$ cat config.mk
export PLATFORM = sky130hd
export DESIGN_NAME = truth_table_sweeper
export DESIGN_NICKNAME = d
export VERILOG_FILES = /design/src/rtl/tt_sweep_pkg.sv /design/src/rtl/truth_table_sweeper_settle.sv /design/src/rtl/truth_table_sweeper.sv
export SDC_FILE = /design/constraint.sdc
export NUM_CORES = 1
export LEC_CHECK = 0
export CORE_ASPECT_RATIO = 0.5
export CORE_UTILIZATION = 45
export CTS_CLUSTER_SIZE = 20
export DETAILED_ROUTE_END_ITERATION = 10
export PLACE_DENSITY = 0.73
export SLEW_MARGIN = 20
export SYNTH_ARGS = -nofsm -noshare
export SYNTH_HDL_FRONTEND = slang
export SYNTH_HIERARCHICAL = 1
export SYNTH_SLANG_ARGS = --single-unit
$ cat constraint.sdc
create_clock -name clk -period 1.95 [get_ports clk]
set_input_delay 0.585 -clock clk [delete_from_list [all_inputs] [get_ports clk]]
set_output_delay 0.585 -clock clk [all_outputs]
set_load 0.005 [all_outputs]
$ cat src/rtl/tt_sweep_pkg.sv
// Shared definitions for the truth-table sweeper: FSM encoding, vector
// count/index width and the mismatch-locator helper used by the optional
// compare feature (TT_SWEEP_COMPARE_EN).
package tt_sweep_pkg;

    localparam int unsigned NUM_VECTORS = 16;
    localparam int unsigned IDX_W       = 4;

    typedef enum logic [1:0] {
        ST_IDLE   = 2'd0,
        ST_SETTLE = 2'd1,
        ST_SAMPLE = 2'd2,
        ST_DONE   = 2'd3
    } tt_state_e;

    // Lowest bit position where the two tables differ; 0 when they match.
    function automatic logic [IDX_W-1:0] first_diff(
        input logic [NUM_VECTORS-1:0] a,
        input logic [NUM_VECTORS-1:0] b
    );
        logic found;
        first_diff = '0;
        found      = 1'b0;
        for (int unsigned i = 0; i < NUM_VECTORS; i++) begin
            if (!found && (a[i] != b[i])) begin
                first_diff = IDX_W'(i);
                found      = 1'b1;
            end
        end
    endfunction

endpackage

$ cat src/rtl/truth_table_sweeper_settle.sv
// settle_counter: counts cycles while enabled and flags the last settle
// cycle (count == SETTLE_CYCLES-1). Width is derived from SETTLE_CYCLES.
module settle_counter #(
    parameter int unsigned SETTLE_CYCLES = 4
) (
    input  logic clk,
    input  logic rst_n,
    input  logic clear,
    input  logic enable,
    output logic expired
);

    localparam int unsigned CW = (SETTLE_CYCLES > 1) ? $clog2(SETTLE_CYCLES) : 1;

    logic [CW-1:0] r_count;

    // Settle count: cleared between vectors, advances once per settle cycle.
    always_ff @(posedge clk or negedge rst_n) begin
        if (!rst_n) begin
            r_count <= '0;
        end else if (clear) begin
            r_count <= '0;
        end else if (enable) begin
            r_count <= r_count + 1'b1;
        end
    end

    assign expired = (r_count == CW'(SETTLE_CYCLES - 1));

endmodule

$ cat src/rtl/truth_table_sweeper.sv
// truth_table_sweeper: drives all 16 input combinations onto abcd, waits
// SETTLE_CYCLES per vector, then captures f_in into the truth table.
// Optional macro TT_SWEEP_COMPARE_EN adds a compare against an expected
// table (pass / first_mismatch), registered on entry to DONE.
// "table" is a reserved word, so the captured-table port is named tbl.
module truth_table_sweeper
    import tt_sweep_pkg::*;
#(
    parameter int unsigned SETTLE_CYCLES = 4
) (
    input  logic                   clk,
    input  logic                   rst_n,
    input  logic                   start,
    output logic [IDX_W-1:0]       abcd,
    input  logic                   f_in,
    output logic                   busy,
    output logic                   done,
    output logic [NUM_VECTORS-1:0] tbl
`ifdef TT_SWEEP_COMPARE_EN
    ,
    input  logic [NUM_VECTORS-1:0] expected,
    output logic                   pass,
    output logic [IDX_W-1:0]       first_mismatch
`endif
);

    tt_state_e              r_state;
    logic [IDX_W-1:0]       r_idx;
    logic [NUM_VECTORS-1:0] r_table;
    logic                   w_expired;
    logic                   w_cnt_clear;
    logic                   w_cnt_en;
    logic                   w_last;

    assign w_cnt_clear = (r_state == ST_IDLE) || (r_state == ST_SAMPLE);
    assign w_cnt_en    = (r_state == ST_SETTLE);
    assign w_last      = (r_idx == IDX_W'(NUM_VECTORS - 1));

    settle_counter #(
        .SETTLE_CYCLES (SETTLE_CYCLES)
    ) u_settle (
        .clk     (clk),
        .rst_n   (rst_n),
        .clear   (w_cnt_clear),
        .enable  (w_cnt_en),
        .expired (w_expired)
    );

    // Sweep FSM: vector index, state sequencing and table capture.
    always_ff @(posedge clk or negedge rst_n) begin
        if (!rst_n) begin
            r_state <= ST_IDLE;
            r_idx   <= '0;
            r_table <= '0;
        end else begin
            case (r_state)
                ST_IDLE: begin
                    if (start) begin
                        r_state <= ST_SETTLE;
                        r_idx   <= '0;
                        r_table <= '0;
                    end
                end
                ST_SETTLE: begin
                    if (w_expired) begin
                        r_state <= ST_SAMPLE;
                    end
                end
                ST_SAMPLE: begin
                    r_table[r_idx] <= f_in;
                    if (w_last) begin
                        r_state <= ST_DONE;
                    end else begin
                        r_idx   <= r_idx + 1'b1;
                        r_state <= ST_SETTLE;
                    end
                end
                ST_DONE: begin
                    r_state <= ST_IDLE;
                end
                default: begin
                    r_state <= ST_IDLE;
                end
            endcase
        end
    end

    assign abcd = ((r_state == ST_SETTLE) || (r_state == ST_SAMPLE)) ? r_idx : '0;
    assign busy = (r_state != ST_IDLE);
    assign done = (r_state == ST_DONE);
    assign tbl  = r_table;

`ifdef TT_SWEEP_COMPARE_EN
    logic [NUM_VECTORS-1:0] w_final_table;
    logic                   r_pass;
    logic [IDX_W-1:0]       r_first_mismatch;

    // The last sample lands in r_table on the same edge that enters DONE,
    // so the compare uses the table with that final bit merged in.
    always_comb begin
        w_final_table        = r_table;
        w_final_table[r_idx] = f_in;
    end

    // Compare result: captured entering DONE, held until the next start.
    always_ff @(posedge clk or negedge rst_n) begin
        if (!rst_n) begin
            r_pass           <= 1'b0;
            r_first_mismatch <= '0;
        end else if ((r_state == ST_IDLE) && start) begin
            r_pass           <= 1'b0;
            r_first_mismatch <= '0;
        end else if ((r_state == ST_SAMPLE) && w_last) begin
            r_pass           <= (w_final_table == expected);
            r_first_mismatch <= first_diff(w_final_table, expected);
        end
    end

    assign pass           = r_pass;
    assign first_mismatch = r_first_mismatch;
`endif

endmodule

# After elaboration in Yosys (flattened, before gate mapping)
# Cells that the tools add are included.
# op_classes
n_addsub	2
magnitude_cmp	2
n_eq_ne	8
mux	15
reduce_logical	10
# ops
cell	n
16-bit one-hot mux with 2 select lines	1
16-bit bitwise mux	1
16-bit two-way mux	1
4-bit two-way mux	3
2-bit two-way mux	5
2-bit one-hot mux with 4 select lines	1
4-bit one-hot mux with 2 select lines	1
2-bit == test (second input constant)	3
2-bit inequality test (second input constant)	3
2-bit nonzero test	3
4-bit by 5-bit less-than comparator with 1-bit output (second input constant)	1
4-bit by 1-bit adder with 4-bit output (second input constant)	1
1-bit demux with 4-bit select	1
4-bit == test (second input constant)	1
4-bit by 1-bit greater-or-equal comparator with 1-bit output (second input constant)	1
2-bit AND reduction	2
3-bit AND reduction	1
2-bit by 1-bit adder with 2-bit output (second input constant)	1
2-bit by 1-bit == test with 1-bit output (second input constant)	1
2-bit zero test	1
1-bit logical OR	2
1-bit logical AND	1
1-bit two-way mux	1
# totals
ff_bits	24
in_bits	4
out_inout_bits	22
word_cells	41

# Logic depth before layout (Yosys ltp)
# Gate-level depths: netlist of run 1.
# depth
depth_word	6
depth_mapped	6
mapped_depth_nobuf	5

# Cells and area by module
# The synthesis of run 1 kept the hierarchy.
# modules_own_cells
module	instances	cells_each	area_each_um2
truth_table_sweeper	1	146	1437.6
settle_counter	1	7	88.8

# Least setup slack after synthesis of run 1
# Ideal clock, no wire load.
# synth_path
kind	reg2out
from	register r_state[0]
to	output port abcd[0]
arrival_time_ps	938
required_time_ps	1365
setup_slack_ps	427
path_stages_with_launch	4
n_path_buf	0
path_cell_list	dfrtp_1 inv_1 ha_1 and2_1
# synth_between
elab_chain_cells	3
word_cells_on_any_way	4
classes_between	2 x eq/ne; 1 x mux; 1 x reduce/logical
# synth_rtl
element	line_no	rtl
start, declared	truth_table_sweeper.sv:27	tt_state_e r_state;
start signal, assigned	truth_table_sweeper.sv:52	r_state <= ST_IDLE;
start signal, assigned	truth_table_sweeper.sv:59	r_state <= ST_SETTLE;
start signal, assigned	truth_table_sweeper.sv:66	r_state <= ST_SAMPLE;
2-bit by 1-bit == test with 1-bit output or 2-bit == test (tied branches)	truth_table_sweeper.sv:88	assign abcd = ((r_state == ST_SETTLE) || (r_state == ST_SAMPLE)) ? r_idx : '0;
1-bit logical OR (*)	truth_table_sweeper.sv:88	
4-bit two-way mux (*)	truth_table_sweeper.sv:88	
end, declared	truth_table_sweeper.sv:14	output logic [IDX_W-1:0] abcd,
# Every way passes the cells marked *; elsewhere a longest branch is shown, timed or not.

# Worst setup path after layout of run 1
# layout_path
from	register r_state[0]
to	output port abcd[1]
# The elaborated chain is that of the path after synthesis.

==> run metrics, run 1 <==
Worst Hold Slack=0.511 ns; clk sinks=24; pin count of the biggest net entering global routing=25; worst path required time=1.36 ns; crit-path max FO=4; die width=84.4 um; core area=0.00312 sq mm; hold_buf cts=0; vias per inst=5.20; Final Hold Fails=0; final worst slack=0.0470 ns; Flop pwr share=0.254; Lkg Pwr=0.815 nW; Yosys Warn Count=6; Peak VDD IR=0.000847 V; Post-Route WL=3010 um; Yosys cell types=31; Util after Layout=0.623; # IOs=26; Avg Cell Area, Syn=9.98 sq um; CP Launch Type=flip-flop; number of diodes=0; Max Clock Skew=0.00522 ns; Rows=14; via count=1165; DRT Pass-1 Iters=4; crit path DAT=1.32 ns; Area Overhead vs Synth=27.2%; Die H=43.2 um; total of max-cap violations=0; initial core utilization=0.490; worst slack, placed=-0.0342 ns; DRC=0; placed cells=218; CTS Buf Count=3; share of cells above drive strength 1=0.223; Post-synth ARST share=1.00; antenna-violating nets left=0; Internal=1.65 mW; non-filler cells, final=224; antenna violations before repair=0; gr usage total=0.175; setup_tns=0 ns; fillers=271; measured slew at the worst slew-check pin=0.731 ns; sequential fraction of the synthesis area=0.393; f_max=0.525 GHz; total die area=0.00364 sq mm; vias in the first global route=1014; Clk Latency, worst-skew pair=0.27 ns; Power, Total=2.71 mW; switching fraction of total power=0.393; Finish-stage setup viols=0; Clock power frac=0.163; DR iter-0 viols=82; min cycle time layout=1.90 ns; Post-Syn Nets=168; CTS tree=built; PortBufs=25; WL/cell=13.4 um; max-slew violation count=0; status=finished, final reports clean; commonest register cell after synthesis=dfrtp_1; Final Net Count=200; CP endpoint kind=output port; power per cell area=1400 mW/mm^2; Comb pwr share=0.583; Area after DPL=0.00183 sq mm; period utilization=0.976; clk root buf=clkbuf_8; Hold Crit Class=reg2reg; Post-synth EDFFs=0; Synth Cell Area=0.00153 sq mm; Final Cell Area=0.00194 sq mm; routability cong.=0.826; Synth Instances=153; CP Class=reg2out; RSZ-0062 raised after global routing=false; NetSw=1.07 mW; HPWL Detailed=2090 um; post-synthesis register bit count=24; clock-pin slew on the worst setup and hold paths=0.09 ns; GRT overflow=0; Longest Clk Path Bufs=2; first-pass GRT wire length=4910 um; H-Tree Depth=1; Slew HR=0.512
[cell families (layout without fill, tap and decap cells)]
| family | Yosys count | in the layout | share of synthesized area |
|---|---|---|---|
| and+or+nand+nor | 42 | 42 | 0.168 |
| AOI/OAI and AO/OA | 41 | 41 | 0.211 |
| buffers and inverters | 31 | 62 | 0.103 |
| DFF | 24 | 24 | 0.393 |
| adders and majority gates | 11 | 11 | 0.0902 |
| muxes | 3 | 3 | 0.0279 |
| xor gates and xnor gates | 1 | 1 | 0.00574 |
[power by group through the flow]
stage          Combinational [mW]  Sequential [mW]  Clock, mW
2_1_floorplan                1.06            0.701          0
3_3_place_gp                 1.47            0.693          0
3_5_place_dp                 1.49            0.695          0
4_1_cts                      1.52            0.688      0.449
5_1_grt                      1.72            0.705      0.471
6_report                     1.58            0.689      0.442
[layout make-up]
type                       count  area [sq um]  area share
timing repair buffer          36           357       0.184
inverter                      22          82.6      0.0425
sequential                    24           601       0.309
clock inverter                 1          30.0      0.0155
clock buffer                   3          41.3      0.0213
tap                           40          50.0      0.0258
multi-input combinational     98           781       0.402
[synth_stat cells, types with 2 or more instances]
library cell	number	area [sq um]
or3b_1	2	17.5
nand3b_1	8	60.1
buf_6	4	45.0
a21oi_1	8	40.0
and3_1	3	18.8
nand4_1	2	12.5
nor2_1	2	7.51
nand2_1	6	22.5
buf_2	3	15.0
ha_1	11	138
or3b_4	2	22.5
o22ai_2	6	75.1
o22ai_1	10	62.6
dfrtp_1	24	601
and2_1	4	25.0
a21oi_2	11	96.3
mux2i_1	2	20.0
inv_1	22	82.6
nand3_1	9	45.0
nand2b_1	2	12.5
buf_4	2	15.0
[path summary, 6_finish.rpt]
path,slack (ns),startpoint,to,cells after the start
hold reg to reg,0.51,tbl[9]$_DFFE_PN0P_,tbl[9]$_DFFE_PN0P_,2
max in group asynchronous,1.05,rst_n,tbl[7]$_DFFE_PN0P_,2
setup / recovery,0.05,r_state[0]$_DFFE_PN0P_,abcd[1],4
hold / removal,0.51,tbl[9]$_DFFE_PN0P_,tbl[9]$_DFFE_PN0P_,2
setup reg to reg,0.24,r_state[0]$_DFFE_PN0P_,r_state[0]$_DFFE_PN0P_,6
min in group asynchronous,0.67,rst_n,tbl[1]$_DFFE_PN0P_,2
[per-layer routing]
layer,track usage,up-vias,part of all wire
met3,0.0467,2,0.045
met5,0,-,0
met2,0.269,27,0.45
met1,0.254,539,0.50
met4,0.0203,0,0.0027
li1,-,597,-
[state kept, by name (all words and copies together) (netlist names)]
signal            cells
u_settle/r_count      2
r_state               2
r_idx                 4
tbl                  16
[what timing repair did]
item,CTS,global route
setup buffers,1,1
setup endpoints to repair,6,6
resized for setup,10,4
[cell usage in the layout, fill, tap and decap left out, types with 8 or more instances in the layout]
cell,count
a21oi_1,8
a21oi_2,11
buf_4,9
clkdlybuf4s50_1,19
dfrtp_1,24
ha_1,10
inv_1,20
nand3_1,9
nand3b_1,8
o22ai_1,10
[critical path, stage by stage (launching register included)]
cell and delay, ns:
dfrtp_1 0.40, inv_2 0.09, ha_4 0.21, and2_1 0.16, clkdlybuf4s15_1 0.20
Note: power is estimated with default switching activity, not from simulation.
==> inputs of run 2 (changes only) <==
==> constraint.sdc (replaced) <==
create_clock -name clk -period 2.3 [get_ports clk]
set_input_delay 0.69 -clock clk [delete_from_list [all_inputs] [get_ports clk]]
set_output_delay 0.69 -clock clk [all_outputs]
set_load 0.005 [all_outputs]
==> run 2 against run 1 <==
Sequential share of layout area is 0.92 points higher. Sequential power shrank 13%. Clock-buffer cell count did not move. Largest cell class unchanged. Largest power group unchanged.
==> run metrics, run 2 (synthesis results as in run 1) <==
vias per inst=5.43 (+4.5%); Hold Crit Class=reg2reg; DRC=0 (unchanged); setup_tns=0 ns (unchanged); commonest cells after routing, fill and taps aside=dfrtp_1 (24), inv_1 (20), clkdlybuf4s50_1 (20), a21oi_2 (11); CTS tree=built; # IOs=26 (unchanged); core area=0.00312 sq mm (unchanged); hold_buf cts=0 (unchanged); Final Hold Fails=0 (unchanged); total of max-cap violations=0 (unchanged); Die H=43.2 um (unchanged); Longest Clk Path Bufs=2 (unchanged); DRT Pass-1 Iters=5 (+1); Power, Total=2.14 mW (-21%); CP endpoint kind=output port; DR iter-0 viols=67 (-18%); Final Net Count=199 (-0.50%); PortBufs=25 (unchanged); CTS Buf Count=3 (unchanged); RSZ-0062 raised after global routing=false; die width=84.4 um (unchanged); HPWL Detailed=2250 um (+7.9%); crit-path max FO=4 (unchanged); measured slew at the worst slew-check pin=0.677 ns (-0.0546 ns); WL/cell=15.2 um (+13%); Finish-stage setup viols=0 (unchanged); worst path required time=1.61 ns (+0.25 ns); pin count of the biggest net entering global routing=25 (unchanged); Max Clock Skew=0.00440 ns (-0.000825 ns); via count=1206 (+3.5%); clk root buf=clkbuf_8; gr usage total=0.193 (+0.0189); f_max=0.468 GHz; most common cell after layout, fill and taps aside=dfrtp_1; period utilization=0.928; initial core utilization=0.490 (unchanged); first-pass GRT wire length=5340 um (+8.9%); Post-Route WL=3370 um (+12%); crit path DAT=1.45 ns (+0.13 ns); fillers=277 (+2.2%); routability cong.=0.853 (+3.3%); GRT overflow=0 (unchanged); power per cell area=1140 mW/mm^2 (-19%); H-Tree Depth=1 (unchanged); CP Class=reg2out; min cycle time layout=2.14 ns; Slew HR=0.539 (+0.0267); antenna-violating nets left=0 (unchanged); clock-pin slew on the worst setup and hold paths=0.08 ns (about the same); max reg flops=16 (unchanged); share of cells above drive strength 1=0.214 (-0.00854); Lkg Pwr=0.839 nW (+2.9%); antenna violations before repair=0 (unchanged); status=finished, final reports clean; Peak VDD IR=0.000765 V (-9.8%); total die area=0.00364 sq mm (unchanged); clk sinks=24 (unchanged); Area Overhead vs Synth=23.5%; Area after DPL=0.00179 sq mm (-2.3%); Reg2Reg Setup Slack=0.30 ns (+0.06 ns); number of diodes=0 (unchanged); CP Launch Type=flip-flop; max-slew violation count=0 (unchanged); Rows=14 (unchanged); Final Cell Area=0.00189 sq mm (-2.9%); vias in the first global route=1110 (+9.5%); Clk Latency, worst-skew pair=0.27 ns (about the same)
## run 2: repair_timing
| action | CTS | global route |
|---|---|---|
| endpoints found under the setup margin | 5 | 2 |
| gates resized for setup | 5 | 3 |
| buffers inserted | 2 | 3 |
## run 2: worst paths after layout
| path | startpoint | end | cells past startpoint |
|---|---|---|---|
| max reg2reg | r_state[1]$_DFFE_PN0P_ | tbl[6]$_DFFE_PN0P_ | 6 |
| max | r_state[0]$_DFFE_PN0P_ | busy | 4 |
| max in group asynchronous | rst_n | tbl[11]$_DFFE_PN0P_ | 2 |
| min reg2reg | tbl[8]$_DFFE_PN0P_ | tbl[8]$_DFFE_PN0P_ | 2 |
| min in group asynchronous | rst_n | r_state[1]$_DFFE_PN0P_ | 2 |
| min | tbl[8]$_DFFE_PN0P_ | tbl[8]$_DFFE_PN0P_ | 2 |
## run 2: final cells by class
type,count,area [sq um],share of cell area
repair buffers,35,330,0.175
multi-input cells,98,781,0.414
clock buffers,3,41.3,0.0219
well taps,40,50.0,0.0265
flip-flops and latches,24,601,0.319
inverters,22,82.6,0.0438
## run 2: power breakdown
part	switching (mW)	leakage [nW]	internal, mW
Combinational	0.694	0.491	0.603
Clock	0.131	0.0216	0.117
Sequential	0.0820	0.326	0.514
Total	0.906	0.839	1.23
## run 2: metal layers
metal  GRT usage  part of all wire  wire length (um)
met1       0.248              0.47              1570
met2       0.336              0.47              1590
met3      0.0409             0.047               159
met4      0.0542             0.016                55
met5           0                 0                 0
## run 2: worst max-delay path: stages (launching register included)
cell and delay [ns]:
dfrtp_1 0.39, inv_2 0.08, ha_4 0.17, inv_1 0.05, clkdlybuf4s50_1 0.49
## run 2: per-stage QoR
step,util,hold slack (ns),instances,setup slack (ns)
after global routing,0.605,0.526,222,0.139
after CTS,0.595,0.513,219,0.00796
after detailed placement,0.574,0.493,214,0.121
final,0.605,0.507,222,0.165
after global placement,0.574,0.489,214,0.172
after floorplan,-,0.394,153,0.672
